--- src/rtl/pmp_pkg.sv ---
// Shared types for the PMP checker: address-matching modes, access kinds,
// and the pmpcfg byte layout.
package pmp_pkg;

  typedef enum logic [1:0] {
    MODE_OFF   = 2'd0,
    MODE_TOR   = 2'd1,
    MODE_NA4   = 2'd2,
    MODE_NAPOT = 2'd3
  } pmp_mode_e;

  typedef enum logic [1:0] {
    ACC_READ  = 2'd0,
    ACC_WRITE = 2'd1,
    ACC_EXEC  = 2'd2,
    ACC_RSVD  = 2'd3
  } access_e;

  localparam int CFG_R    = 0;
  localparam int CFG_W    = 1;
  localparam int CFG_X    = 2;
  localparam int CFG_A_LO = 3;
  localparam int CFG_L    = 7;

  typedef struct packed {
    logic      l;
    logic [1:0] rsvd;
    pmp_mode_e a;
    logic      x;
    logic      w;
    logic      r;
  } pmp_cfg_t;

endpackage

--- src/rtl/pmp_entry_match.sv ---
// Combinational region test for one PMP entry: reports whether the first
// and last byte of an access fall inside the entry's region.
module pmp_entry_match
  import pmp_pkg::*;
(
  input  logic [1:0]  mode,
  input  logic [31:0] addr,
  input  logic [31:0] prev,
  input  logic [31:0] req_addr,
  input  logic [1:0]  size,
  output logic        full,
  output logic        partial
);

  logic [33:0] first;
  logic [33:0] last;
  logic [33:0] lo;
  logic [33:0] hi;
  logic [33:0] nmask;
  logic        in_f;
  logic        in_l;

  always_comb begin
    first = {2'b00, req_addr};
    unique case (size)
      2'd0:    last = first;
      2'd1:    last = first + 34'd1;
      default: last = first + 34'd3;
    endcase
    lo = {prev, 2'b00};
    hi = {addr, 2'b00};
    // addr ^ (addr+1) sets the trailing ones plus the next bit: the NAPOT size
    nmask = ~{addr ^ (addr + 32'd1), 2'b11};
    in_f = 1'b0;
    in_l = 1'b0;
    unique case (mode)
      MODE_TOR: begin
        in_f = (first >= lo) && (first < hi);
        in_l = (last >= lo) && (last < hi);
      end
      MODE_NA4: begin
        in_f = (first[33:2] == addr);
        in_l = (last[33:2] == addr);
      end
      MODE_NAPOT: begin
        in_f = ((first ^ hi) & nmask) == 34'd0;
        in_l = ((last ^ hi) & nmask) == 34'd0;
      end
      default: ;
    endcase
  end

  assign full    = in_f & in_l;
  assign partial = in_f ^ in_l;

endmodule

--- config.mk ---
export PLATFORM = sky130hd
export DESIGN_NAME = pmp_entry_match
export DESIGN_NICKNAME = d
export VERILOG_FILES = /design/src/rtl/pmp_pkg.sv /design/src/rtl/pmp_entry_match.sv
export SDC_FILE = /design/constraint.sdc
export NUM_CORES = 1
export LEC_CHECK = 0
export ABC_CLOCK_PERIOD_IN_PS = 8900
export CAP_MARGIN = 20
export CORE_MARGIN = 5
export CORE_UTILIZATION = 40
export DETAILED_ROUTE_END_ITERATION = 8
export MAX_ROUTING_LAYER = met4
export PLACE_DENSITY_LB_ADDON = 0.05
export SYNTH_ARGS = -nofsm -noshare
export SYNTH_HDL_FRONTEND = slang
export SYNTH_SLANG_ARGS = --single-unit
--- constraint.sdc ---
create_clock -name vclk -period 8.9
set_input_delay 2.67 -clock vclk [all_inputs]
set_output_delay 2.67 -clock vclk [all_outputs]
set_load 0.1 [all_outputs]
==> summary.txt <==
Routing
  • Vias: 5323
  • Vias per inst: 5.55
  • Met1 Wirelength: 7.60 mm
  • DR DRC count: 0
  • Met2 Routed Length: 8.66 mm
  • Detail Route Antenna Nets: 0
  • WL met3: 493 um
  • Number of DRC markers in iteration 0: 291
  • Top sig layer: met4
  • Routed wire length: 17.2 mm
  • Wirelength per Cell: 17.9 um
  • Drt pass-1 iters: 5

Die
  • Core area: about 11000 um^2
  • Die width: 114 um
  • Die area: 13100 um^2
  • I/O pins: 102
  • Initial core utilization: roughly two fifths
  • Die boundary height: 114 um
  • # rows: 38

Setup path
  • CP cell instances: buf_6 > nand2b_4 > ha_4 > a21oi_2 > nor2_1 > nand4_1 > nor2_4 > buf_4 > nand3_2 > xnor2_2 > buf_4 > ha_1 > a21o_1 > a21o_1 > a21oi_1 > o21ai_1 > a221o_1 > o211ai_1 > ha_4 > buf_12
  • Max FO, Critical Path: 2
  • Required @ worst endpoint: 6.23 ns
  • Slowest-stage cell, CP: a221o_1
  • Crit path capture type: output pin
  • Kind of critical path: input port to output pin
  • Critical Path Start: size[1]
  • Kind of start point of the critical path: input port
  • Worst EP arrival: 6.26 ns
  • CP peak stage delay: 0.36 ns

Layout
  • Post-route insts no fill: 959
  • Fin util: 63.1%
  • Layout cells sized above 1: 23.2%
  • Reg area: 0 um^2
  • Post-route cell area: 6780 um^2
  • Clock buffer count: 0
  • Antenna Cells: 0
  • Seq cells: 0
  • Final nets: 1048
  • Fillers: 1001
  • Area grow syn2layout: 55.8%

Yosys
  • Largest cells by area after synthesis: ha_1 36%, inv_1 6.2%, a21oi_1 6.1%, a21o_1 5.3%, nand4_1 4.3%
  • Sequential share of the synthesized area: 0%
  • Cell variety after synth: 52
  • Mapped Cells: about 590
  • Count leader, synth: ha_1
  • Top post-synthesis cells by count: 126 x ha_1, 72 x inv_1, 53 x a21oi_1, 37 x nor2_1, 31 x a21o_1
  • Synth Cell Area: approximately 4400 um^2
  • Largest area contributor in the netlist: ha_1
  • Synth top area share: between 30 and 40%
  • Syn Nets: about 820
  • Synth warn: 0
  • Mean Syn Cell Area: 7.39 um^2

STA
  • RSZ-0062 raised after global routing: yes
  • Final Setup Violations: 1
  • Slew headroom: between 50% and 60%
  • Final worst setup slack: -0.0299 ns
  • Max Slew Vio Count: 0
  • Part of the cycle the worst path needs: 100%
  • Fmax: 0.112 GHz
  • Final hold violations: 0
  • Worst Tran Pin Value: ~0.65 ns
  • Min Tclk post-route: 8.93 ns

Placed design
  • Pre-CTS setup slack: -0.718 ns
  • Post-DP HPWL: 15.3 mm
  • Cell area after placement: 6480 um^2
  • Port bufs: 102
  • Placed cell count: 951
  • Placer Congestion: between 0.9 and 1

Global route
  • Maximum number of pins on one net before global-route repair: 12
  • All-layer global routing usage: 26.3%
  • Number of global-route vias before repair: 5653
  • GRT Residual Overflow: 0
  • Initial antenna violation count: 0
  • First-pass GRT wire length: around 27 mm

Pwr
  • Switching power: 0.158 mW
  • Power per cell area: 47.3 nW/um^2
  • Seq pwr share: 0%
  • Maximum VDD drop: between 20 and 30 uV
  • Sw frac: 49.3%
  • P_int: 0.163 mW
  • Leakage: 3.38 nW
  • Comb pwr share: 100.0%
  • Clk pwr share: 0%

Min path
  • Hold path startpoint: prev[30]
  • HP Class: input port to output pin

Outcome
  • Status: finished, violations left
  • Failing checks: negative setup slack

Clocking
  • CTS hold repair buffers: 0

Job
  • Maxcap violations: 0
path summary, 6_finish.rpt:
kind | slack, ns | end | cells past startpoint
setup / recovery | -0.03 | partial | 20
hold / removal | 6.44 | full | 6
per-stage QoR:
stage | power [mW] | hold slack (ns) | TNS [ns]
after floorplan | 0.147 | 5.83 | 0
after global placement | 0.300 | 6.45 | -1.06
after detailed placement | 0.306 | 6.45 | -1.38
after CTS | 0.313 | 6.46 | -0.0146
after global routing | 0.352 | 6.46 | -0.349
final | 0.321 | 6.44 | -0.0299
logic make-up after synthesis:
kind of cell    count (synthesis)  synth area share (%)
buf+inv                        74                  6.47
compound gates                163                  24.0
fa+ha+maj                     127                  36.7
xor+xnor                       32                  6.44
simple gates                  193                  26.4
final cells by class:
cell class	count	area, um^2	area share [%]
multi-input cells	515	4320	63.7
well taps	140	175	2.58
repair buffers	232	2020	29.8
inverters	72	270	3.99
critical path: cells and delay by family:
family	cells	cell delay [ns]
and+or+nand+nor	5	0.75
AOI/OAI and AO/OA	7	1.36
xor gates and xnor gates	1	0.15
adders and majority gates	3	0.81
buffers and inverters	4	0.52
per-layer routing:
metal,vias to the layer above,track usage [%]
li1,2700,-
met2,134,48.6
met3,25,1.00
met1,2464,31.5
met4,0,6.33
met5,-,-
power groups by stage:
stage | clock network, mW | registers [mW] | logic (mW)
final | 0 | 0 | 0.321
after global placement | 0 | 0 | 0.300
after detailed placement | 0 | 0 | 0.306
after global routing | 0 | 0 | 0.352
after CTS | 0 | 0 | 0.313
after floorplan | 0 | 0 | 0.147
layout by cell type (no fill, tap or decap), types with 4 or more instances in the layout:
master / netlist / layout
nor2b_1: 10 / 10
nand3_2: 2 / 5
o211ai_1: 7 / 7
dlygate4sd2_1: 0 / 11
buf_4: 1 / 128
nand3_1: 19 / 15
a21o_1: 31 / 31
and3_4: 0 / 5
o21ai_0: 22 / 19
nor4_1: 10 / 8
o21a_1: 6 / 6
nor3_4: 3 / 4
a21oi_1: 53 / 50
xnor2_1: 21 / 16
xnor2_2: 0 / 5
clkdlybuf4s50_1: 0 / 82
and3_1: 13 / 8
inv_1: 72 / 70
nand4_1: 30 / 30
nor3_1: 12 / 10
xor2_1: 11 / 9
dlymetal6s2s_1: 0 / 4
ha_1: 126 / 122
and4_1: 6 / 6
nor4_2: 3 / 4
ha_4: 0 / 4
nor2_1: 37 / 32
a41oi_1: 7 / 7
a31oi_1: 17 / 17
nand2_1: 29 / 28
timing repair:
action	in CTS	in global routing
resized for setup	51	25
buffers inserted	5	3
pin swaps	26	20
setup endpoints to repair	2	2
Power figures use the tool's default switching activity.
